[src/rtl/pipe_pkg.sv]
// -----------------------------------------------------------------------------
// pipe_pkg
//   Shared definitions for the pipeline-boundary registers (D/E, E/M, M/W).
//   Provides the reset PC, register-index constants, the per-stage control
//   bundle and a small decoder that turns reset/stall/flush into the single
//   action a stage register performs on a given clock edge.
// -----------------------------------------------------------------------------
package pipe_pkg;

  localparam logic [31:0] RESET_PC_DEFAULT = 32'h0000_3000;
  localparam int          REG_W            = 5;
  localparam logic [REG_W-1:0] REG_ZERO    = 5'd0;

  // Per-stage control bundle as driven by the hazard unit.
  typedef struct packed {
    logic stall;
    logic flush;
  } stage_ctrl_t;

  // The one action a stage register takes on a clock edge.
  typedef enum logic [1:0] {
    OP_RESET = 2'd0,
    OP_FLUSH = 2'd1,
    OP_HOLD  = 2'd2,
    OP_LOAD  = 2'd3
  } stage_op_t;

  // Priority: reset (active-low), then flush, then stall, then load.
  // Flush wins over stall so a squashed instruction can never be held.
  function automatic stage_op_t decode_op(input logic reset, input stage_ctrl_t ctrl);
    stage_op_t op;
    if (!reset) begin
      op = OP_RESET;
    end else if (ctrl.flush) begin
      op = OP_FLUSH;
    end else if (ctrl.stall) begin
      op = OP_HOLD;
    end else begin
      op = OP_LOAD;
    end
    return op;
  endfunction

  // True when the edge will leave a bubble in the register: an explicit
  // flush, or a load of an invalid upstream slot. A hold keeps whatever is
  // there and does not create a new bubble.
  function automatic logic makes_bubble(input stage_op_t op, input logic in_valid);
    return (op == OP_FLUSH) || ((op == OP_LOAD) && !in_valid);
  endfunction

endpackage : pipe_pkg

[src/rtl/pipe_sat_cnt.sv]
// -----------------------------------------------------------------------------
// pipe_sat_cnt
//   CNT_W-wide saturating event counter used for stage performance counters.
//   Counts up by one on each edge with inc=1, sticks at all-ones, and clears
//   to zero on clr=1 (clr beats inc) or on the active-low synchronous reset.
//
// Ports
//   clk    in   clock, rising edge
//   reset  in   synchronous active-low reset
//   clr    in   synchronous clear, priority over inc
//   inc    in   count enable
//   cnt    out  current count (registered)
// -----------------------------------------------------------------------------
module pipe_sat_cnt #(
  parameter int CNT_W = 16
) (
  input  logic             clk,
  input  logic             reset,
  input  logic             clr,
  input  logic             inc,
  output logic [CNT_W-1:0] cnt
);

  logic [CNT_W-1:0] cnt_p1;

  function automatic logic [CNT_W-1:0] sat_inc(input logic [CNT_W-1:0] v);
    logic [CNT_W-1:0] r;
    if (&v) begin
      r = v;
    end else begin
      r = v + CNT_W'(1);
    end
    return r;
  endfunction

  // Counter register stage
  always_ff @(posedge clk) begin
    if (!reset) begin
      cnt_p1 <= '0;
    end else if (clr) begin
      cnt_p1 <= '0;
    end else if (inc) begin
      cnt_p1 <= sat_inc(cnt_p1);
    end
  end

  assign cnt = cnt_p1;

endmodule : pipe_sat_cnt

[src/rtl/pipe_stage_reg.sv]
// -----------------------------------------------------------------------------
// pipe_stage_reg
//   Generic pipeline-boundary register (one instance per D/E, E/M, M/W
//   boundary). Carries valid, PC, destination register index and N_FIELDS
//   payload fields of DATA_W bits. Purely registered: every output comes
//   straight from a flop.
//
//   Edge priority: reset (active-low) > flush > stall > load.
//     reset : valid=0, pc=RESET_PC, a3=0, data=0, counters cleared
//     flush : bubble (valid=0, a3=0, data=0) but pc follows in_pc so
//             exception / delay-slot logic still sees a PC
//     stall : hold everything
//     load  : capture inputs; an invalid slot is captured as a bubble
//   A bubble always carries a3=0 so it can never forward or write back.
//
// Optional build macro
//   PIPE_STAGE_REG_PERF_EN : adds perf_clr input and stall_cnt / bubble_cnt
//                            saturating counters. Without it those ports and
//                            their logic are absent; the datapath is unchanged.
//
// Ports
//   clk         in   clock, rising edge
//   reset       in   synchronous active-low reset
//   stall       in   hold current contents
//   flush       in   insert bubble (overrides stall)
//   in_valid    in   upstream slot valid
//   in_pc       in   upstream PC (32)
//   in_a3       in   upstream destination register (5)
//   in_data     in   packed payload, field k at [k*DATA_W +: DATA_W]
//   perf_clr    in   (PERF_EN) clear both counters, beats increment
//   stall_cnt   out  (PERF_EN) cycles spent stalled (not flushed)
//   bubble_cnt  out  (PERF_EN) edges that left a bubble in the register
//   out_valid   out  registered valid
//   out_pc      out  registered PC
//   out_a3      out  registered destination register
//   out_data    out  registered payload
// -----------------------------------------------------------------------------
module pipe_stage_reg
  import pipe_pkg::*;
#(
  parameter int          N_FIELDS = 4,
  parameter int          DATA_W   = 32,
  parameter logic [31:0] RESET_PC = RESET_PC_DEFAULT,
  parameter int          CNT_W    = 16
) (
  input  logic                       clk,
  input  logic                       reset,
  input  logic                       stall,
  input  logic                       flush,
  input  logic                       in_valid,
  input  logic [31:0]                in_pc,
  input  logic [REG_W-1:0]           in_a3,
  input  logic [N_FIELDS*DATA_W-1:0] in_data,
`ifdef PIPE_STAGE_REG_PERF_EN
  input  logic                       perf_clr,
  output logic [CNT_W-1:0]           stall_cnt,
  output logic [CNT_W-1:0]           bubble_cnt,
`endif
  output logic                       out_valid,
  output logic [31:0]                out_pc,
  output logic [REG_W-1:0]           out_a3,
  output logic [N_FIELDS*DATA_W-1:0] out_data
);

  localparam int PAYLOAD_W = N_FIELDS * DATA_W;

  stage_ctrl_t ctrl_p0;
  stage_op_t   op_p0;

  logic                 valid_p1;
  logic [31:0]          pc_p1;
  logic [REG_W-1:0]     a3_p1;
  logic [PAYLOAD_W-1:0] data_p1;

  assign ctrl_p0 = '{stall: stall, flush: flush};

  always_comb begin
    op_p0 = decode_op(reset, ctrl_p0);
  end

  // Stage register: p0 (upstream) -> p1 (outputs)
  always_ff @(posedge clk) begin
    case (op_p0)
      OP_RESET: begin
        valid_p1 <= 1'b0;
        pc_p1    <= RESET_PC;
        a3_p1    <= REG_ZERO;
        data_p1  <= '0;
      end
      OP_FLUSH: begin
        valid_p1 <= 1'b0;
        pc_p1    <= in_pc;
        a3_p1    <= REG_ZERO;
        data_p1  <= '0;
      end
      OP_HOLD: begin
        valid_p1 <= valid_p1;
        pc_p1    <= pc_p1;
        a3_p1    <= a3_p1;
        data_p1  <= data_p1;
      end
      OP_LOAD: begin
        valid_p1 <= in_valid;
        pc_p1    <= in_pc;
        // An invalid slot is squashed on entry so a3/data never leak.
        a3_p1    <= in_valid ? in_a3 : REG_ZERO;
        data_p1  <= in_valid ? in_data : '0;
      end
    endcase
  end

  assign out_valid = valid_p1;
  assign out_pc    = pc_p1;
  assign out_a3    = a3_p1;
  assign out_data  = data_p1;

`ifdef PIPE_STAGE_REG_PERF_EN
  logic stall_inc_p0;
  logic bubble_inc_p0;

  // Only a genuine hold counts as a stall; a stall under flush is a bubble.
  assign stall_inc_p0  = (op_p0 == OP_HOLD);
  assign bubble_inc_p0 = makes_bubble(op_p0, in_valid);

  pipe_sat_cnt #(
    .CNT_W (CNT_W)
  ) u_stall_cnt (
    .clk   (clk),
    .reset (reset),
    .clr   (perf_clr),
    .inc   (stall_inc_p0),
    .cnt   (stall_cnt)
  );

  pipe_sat_cnt #(
    .CNT_W (CNT_W)
  ) u_bubble_cnt (
    .clk   (clk),
    .reset (reset),
    .clr   (perf_clr),
    .inc   (bubble_inc_p0),
    .cnt   (bubble_cnt)
  );
`endif

endmodule : pipe_stage_reg

[config.mk]
export PLATFORM = sky130hd
export DESIGN_NAME = pipe_stage_reg
export DESIGN_NICKNAME = d
export VERILOG_FILES = /design/src/rtl/pipe_pkg.sv /design/src/rtl/pipe_sat_cnt.sv /design/src/rtl/pipe_stage_reg.sv
export SDC_FILE = /design/constraint.sdc
export NUM_CORES = 1
export LEC_CHECK = 0
export CORE_MARGIN = 4
export CORE_UTILIZATION = 35
export DETAILED_ROUTE_END_ITERATION = 7
export PLACE_DENSITY = 0.76
export SYNTH_ARGS = -nofsm -noshare
export SYNTH_HDL_FRONTEND = slang
export SYNTH_HIERARCHICAL = 1
export SYNTH_SLANG_ARGS = --single-unit
[constraint.sdc]
create_clock -name clk -period 7.35 [get_ports clk]
set_clock_uncertainty 0.15 [all_clocks]
set_input_delay 1.47 -clock clk [delete_from_list [all_inputs] [get_ports clk]]
set_output_delay 1.47 -clock clk [all_outputs]
set_load 0.005 [all_outputs]
# Word level (Yosys, flattened, before mapping)

Cells that the tools add are included.

Equality and inequality tests: 3
Muxes and demuxes: 9
Reduce and logical (&&, ||, !) cells: 3

Operators by type and width:

| kind               | count |
|---|---|
| $pmux 128 s2       | 1 |
| $mux 128           | 1 |
| $pmux 32 s2        | 1 |
| $pmux 5 s2         | 1 |
| $mux 5             | 1 |
| $eq 2x2->1 const B | 2 |
| $mux 2             | 2 |
| $reduce_or 2->1    | 2 |
| $eq 2x1->1 const B | 1 |
| $logic_not 2->1    | 1 |
| $pmux 1 s2         | 1 |
| $mux 1             | 1 |

Bits in registers: 166
Input port bits: 170
Output and inout bits: 166
Word-level logic and storage cells: 19

# Longest topological paths before layout

Gate-level depths: netlist of the first run.

Depth in word-level cells: 6
Depth in mapped cells: 5
Gate-level depth less buffers: 2

# Worst setup path before layout of the first run

No wires, ideal clock.

Kind: input to register
Start: input reset
End: register a3_p1[0] (netlist: out_a3[0]), enable pin
Setup time: 1762 ps
Arrival: 5356 ps
Required time: 5438 ps
Setup slack: 82 ps
Stages on the path: 2
Buffers on the path: 1
Cells stage by stage: clkbuf_1 nand3b_1

Longest elaborated chain between the ends: 2

RTL lines:

| item                   | line                  | source |
|---|---|---|
| start: declaration     | pipe_stage_reg.sv:47  | `input logic reset,` |
| $mux 2                 | pipe_pkg.sv:32        | `if (!reset) begin` |
| $eq 2x2->1             | pipe_stage_reg.sv:83  | `case (op_p0)` |
| end signal: assignment | pipe_stage_reg.sv:99  | `a3_p1 <= a3_p1;` |
| end signal: assignment | pipe_stage_reg.sv:106 | `a3_p1 <= in_valid ? in_a3 : REG_ZERO;` |
| end: declaration       | pipe_stage_reg.sv:72  | `logic [REG_W-1:0] a3_p1;` |

Every way passes these cells.
A chain may end at the register's enable or synchronous reset.

# Final worst setup path of the first run

Start: input reset
End: register data_p1[35] (netlist: out_data[35]), enable pin

Longest elaborated chain between the ends: 2

RTL lines:

| item                   | line                  | source |
|---|---|---|
| $mux 2                 | pipe_pkg.sv:32        |  |
| $eq 2x2->1             | pipe_stage_reg.sv:83  |  |
| end signal: assignment | pipe_stage_reg.sv:100 | `data_p1 <= data_p1;` |
| end signal: assignment | pipe_stage_reg.sv:107 | `data_p1 <= in_valid ? in_data : '0;` |
| end: declaration       | pipe_stage_reg.sv:73  | `logic [PAYLOAD_W-1:0] data_p1;` |

Every way passes these cells.

==> run_results.csv, run 1 <==
group,metric,value,unit
setup_path,slowest_stage,"clkdlybuf4s50_1",
floorplanning,dieArea,19800,µm²
logic_synthesis,synth_warnings,6,
final_layout,diodes,0,
power,vdd_drop_max,139,µV
floorplanning,initial_core_util,35.7,%
cts,htreeDepth,4,
final_layout,layout_commonest_cell,"clkdlybuf4s50_1",
global_routing,grt_util_met3,7.36,%
sta,slew_headroom,31.1,%
setup_path,critPathMaxFanout,83,
logic_synthesis,mappedNetlistNets,525,
global_routing,grt_use_met2,27.8,%
place,port_buffers,335,
cts,cts_hold_buffers,0,
drt,finalWirelength,15.8,mm
sta,min_period_over_period,49.6,%
power,power.total,2.23,mW
drt,drc,0,
logic_synthesis,synthesis.area,6180,µm²
logic_synthesis,synth_cell_types,10,
logic_synthesis,synth_cells,355,
power,power_density,217,nW/µm²
drt,via_count,4053,
logic_synthesis,seq_area_frac_synth,80.7,%
setup_path,crit_chain,"clkdlybuf4s50_1 > nand3b_1 > buf_4",
place,dp_cells,898,
setup_path,end_kind,"flip-flop",
sta,finalHoldViolCount,0,
power,leakage,4.03,nW
drt,wl_per_cell,17.0,µm
sta,setup_violations,0,
place,dpl.hpwl,11.9,mm
global_routing,antenna_found_initial,0,
cts,cts_root_buffer,"clkbuf_16",
setup_path,critPathRequiredTime,7.22,ns
global_routing,grt_use_total,16.0,%
place,routabilityCongestion,0.787,
cts,cts_sinks,166,
drt,postRouteAntennaNets,0,
logic_synthesis,synth_seq_cells,166,
logic_synthesis,synth.area.top_cells,"edfxtp_1 81%, and2_1 13%, and3_1 3.0%, buf_6 1.3%, clkbuf_1 0.73%",
drt,drt-initial-drc-count,171,
floorplanning,rows,48,
logic_synthesis,yosysTopAreaCell,"edfxtp_1",
floorplanning,coreArea,17300,µm²
sta,tns,0,ns
global_routing,met1_usage,16.6,%
global_routing,grt_pass1_wl,24.3,mm
cts,cts_tree,"done",
global_routing,grt_max_degree,84,
final_layout,syn_to_final_growth,66.7,%
final_layout,fin_cells,930,
cts,cts_resized,0,
drt,viasPerCell,4.36,
global_routing,top_usage_layer,"met2",
sta,rsz0062_at_grt,"no",
final_layout,nNetsFinal,862,
cts,cts_buffer_depth,2,
logic_synthesis,synth_top_area_share,80.7,%
setup_path,crit_type,"in -> reg",
floorplanning,die_y,141,µm
sta,fmax,0.275,GHz
cts,clkTransAtPathRegs,0.07,ns
drt,drtPass1Iterations,4,
final_layout,fin_util,59.6,%
global_routing,overflow,0,
setup_path,start_kind,"primary input",
min_path,hold_class,"in -> reg",
cts,numCtsBuffers,17,
sta,timing.final.max_slew_violations,0,
setup_path,arrival,3.52,ns
logic_synthesis,syn_area_per_cell,17.4,µm²
global_routing,first_global_vias,4395,
sta,worst_pin_slew,1.03,ns
final_layout,mostFrequentLayoutCells,"335 x clkdlybuf4s50_1, 166 x edfxtp_1, 133 x and2_1, 30 x and3_1, 17 x clkbuf_16",
flow_run,maxCapViolCount,0,
sta,min_period,3.64,ns
floorplanning,pin_count,336,
floorplanning,die_w,141,µm
final_layout,drive_above_1_share,4.96,%
cts,post-cts-setup-buffers,0,
setup_path,max_stage_delay,0.85,ns
outcome,run_status,"finished clean",
## through the flow
| stage | setup slack [ns] | hold slack, ns | area (µm²) |
|---|---|---|---|
| 6_report | 3.71 | 1.54 | 10300 |
| 3_3_place_gp | 3.33 | 1.97 | 9720 |
| 4_1_cts | 3.74 | 1.52 | 10300 |
| 5_1_grt | 3.50 | 1.53 | 10300 |
| 2_1_floorplan | 0.0816 | 1.50 | 6180 |
| 3_5_place_dp | 3.31 | 1.96 | 9720 |
## area by class of cell
type                    count  area [µm²]
clock inverters            13         148
clock buffers              19         433
flip-flops and latches    166        4980
repair buffers            339        3380
multi-input cells         168        1070
well taps                 225         282
fillers                  1277        6990
## kinds of logic after synthesis
group | Yosys count | share of synthesized area, %
AND/OR/NAND/NOR | 168 | 17.1
buffers and inverters | 21 | 2.21
flip-flops | 166 | 80.7
## worst max-delay path, delay by kind of cell
family        cells  cell delay [ns]
simple gates      1             0.31
buf+inv           2             1.66
## state kept, by name (all words and copies together), names as in the netlist
| register | cells |
|---|---|
| out_data | 128 |
| out_pc | 32 |
| out_a3 | 5 |
| out_valid | 1 |
## cell usage after synthesis
| cell | number |
|---|---|
| nor4bb_1 | 1 |
| buf_4 | 1 |
| and3_1 | 30 |
| buf_2 | 1 |
| and2_1 | 133 |
| clkbuf_1 | 12 |
| buf_6 | 7 |
| edfxtp_1 | 166 |
| nand2b_1 | 1 |
| nand3b_1 | 3 |
## where the power goes
part	switching, mW	leakage, nW	internal (mW)
clock network	0.364	0.276	0.506
logic	0.0720	1.85	0.177
registers	0.0153	1.90	1.10
## layer usage
metal / routed length, µm / share of wire, %
met1: 5460 / 35
met2: 8130 / 51
met3: 1880 / 12
met4: 334 / 2.1
met5: 0 / 0
## path summary, 6_finish.rpt
check      start      endpoint  depth (start not counted)  slack (ns)
max        reset  out_data[35]                          3        3.71
min    in_pc[12]    out_pc[12]                          2        1.54
Power figures use the tool's default switching activity.
==> inputs of run 2 (changes only) <==
==> constraint.sdc (replaced) <==
create_clock -name clk -period 3.3 [get_ports clk]
set_clock_uncertainty 0.15 [all_clocks]
set_input_delay 0.66 -clock clk [delete_from_list [all_inputs] [get_ports clk]]
set_output_delay 0.66 -clock clk [all_outputs]
set_load 0.005 [all_outputs]
==> run 2 against run 1 <==
Compared with the run above: first-iteration DRC count rose by 11%; combinational power up 120%; non-clock buffer count is the same; critical endpoint is now out_pc[11]; sequential share of layout area fell by 0.10 points; clock power grew 120%; die area unchanged; largest cell class unchanged; final area grew 0.21%; sequential power grew 120%; global-route usage fell by 0.24 points; critical path type unchanged; worst setup slack lost 2.6 ns.
==> run_results.csv, run 2 (synthesized netlist as in run 1, its figures left out) <==
group,metric,value,unit
final_layout,nFillCells,1283,
sta,setup_violations,0,
drt,wl_per_cell,17.0,µm
floorplanning,die_y,141,µm
final_layout,syn_to_final_growth,67.1,%
final_layout,nNetsFinal,862,
sta,slew_headroom,40.2,%
power,vdd_drop_max,312,µV
setup_path,critPathRequiredTime,3.31,ns
final_layout,drive_above_1_share,4.54,%
global_routing,first_global_vias,4356,
final_layout,layout_commonest_cell,"clkdlybuf4s50_1",
place,routabilityCongestion,0.808,
outcome,run_status,"finished clean",
place,pre_cts_slack,0.740,ns
floorplanning,pin_count,336,
final_layout,multi_input_area,1070,µm²
drt,postRouteAntennaNets,0,
sta,finalHoldViolCount,0,
setup_path,start_kind,"primary input",
sta,timing.final.max_slew_violations,0,
sta,setup_slack,1.14,ns
cts,htreeDepth,4,
min_path,hold_class,"in -> reg",
cts,post-cts-setup-buffers,0,
place,placed_area,9760,µm²
setup_path,crit_type,"in -> reg",
setup_path,critPathMaxFanout,32,
place,dpl.hpwl,11.7,mm
sta,min_period_over_period,65.4,%
drt,finalWirelength,15.9,mm
drt,drtPass1Iterations,4,
drt,viasPerCell,4.38,
cts,cts_resized,0,
global_routing,grt_pass1_wl,23.7,mm
cts,cts_tree,"done",
global_routing,overflow,0,
cts,cts_buffer_depth,2,
setup_path,arrival,2.17,ns
floorplanning,coreArea,17300,µm²
cts,cts_root_buffer,"clkbuf_16",
place,port_buffers,335,
flow_run,maxCapViolCount,0,
final_layout,largest_reg_flops,128,
power,leakage,4.04,nW
final_layout,diodes,0,
drt,drt-initial-drc-count,189,
cts,clkTransAtPathRegs,0.06,ns
drt,drc,0,
cts,numCtsBuffers,17,
cts,cts_sinks,166,
floorplanning,dieArea,19800,µm²
floorplanning,die_w,141,µm
global_routing,grt_max_degree,135,
floorplanning,initial_core_util,35.7,%
final_layout,seqCellArea,4980,µm²
global_routing,grt_use_total,15.7,%
sta,min_period,2.16,ns
setup_path,end_kind,"flip-flop",
final_layout,mostFrequentLayoutCells,"335 x clkdlybuf4s50_1, 166 x edfxtp_1, 133 x and2_1, 30 x and3_1, 17 x clkbuf_16",
floorplanning,rows,48,
sta,rsz0062_at_grt,"no",
power,power_density,478,nW/µm²
global_routing,antenna_found_initial,0,
final_layout,fin_area,10300,µm²
sta,fmax,0.464,GHz
drt,via_count,4078,
cts,cts_hold_buffers,0,
min_path,holdPathStages,2,
sta,worst_pin_slew,0.897,ns
run 2: metal layers:
| metal | up-vias | track usage (%) | wire, µm |
|---|---|---|---|
| li1 | 1941 | - | - |
| met1 | 1903 | 16.4 | 5530 |
| met2 | 210 | 27.2 | 8130 |
| met3 | 24 | 7.80 | 1790 |
| met4 | 0 | 6.02 | 408 |
| met5 | - | 0 | 0 |
run 2: cell type report:
| class | count | share of cell area [%] |
|---|---|---|
| well taps | 225 | 2.73 |
| repair buffers | 339 | 33.1 |
| multi-input cells | 168 | 10.4 |
| flip-flops and latches | 166 | 48.3 |
| clock inverters | 12 | 1.24 |
| clock buffers | 20 | 4.23 |
run 2: critical path, cell delays in order:
cell	delay [ns]
clkdlybuf4s50_1	0.48
nand2b_1	0.60
and3_1	0.44
run 2: path summary, 6_finish.rpt:
| check | from | endpoint | slack [ns] |
|---|---|---|---|
| worst max-delay path | flush | out_pc[11] | 1.14 |
| worst min-delay path | in_a3[2] | out_a3[2] | 0.74 |
run 2: stage by stage:
| step | power (mW) | hold WS (ns) | setup TNS [ns] | instances | utilization [%] |
|---|---|---|---|---|---|
| after floorplan | 2.62 | 0.693 | -504.82 | 355 | - |
| after global placement | 3.07 | 1.16 | 0 | 898 | 56.4 |
| after detailed placement | 3.09 | 1.17 | 0 | 898 | 56.4 |
| after CTS | 4.99 | 0.725 | 0 | 930 | 59.7 |
| after global routing | 5.12 | 0.724 | 0 | 930 | 59.7 |
| final | 4.93 | 0.742 | 0 | 930 | 59.7 |
run 2: where the power goes:
group	leakage [nW]	total (mW)	internal, mW	switching [mW]
clock	0.270	1.90	1.11	0.782
combinational	1.86	0.559	0.398	0.162
sequential	1.90	2.48	2.44	0.0342
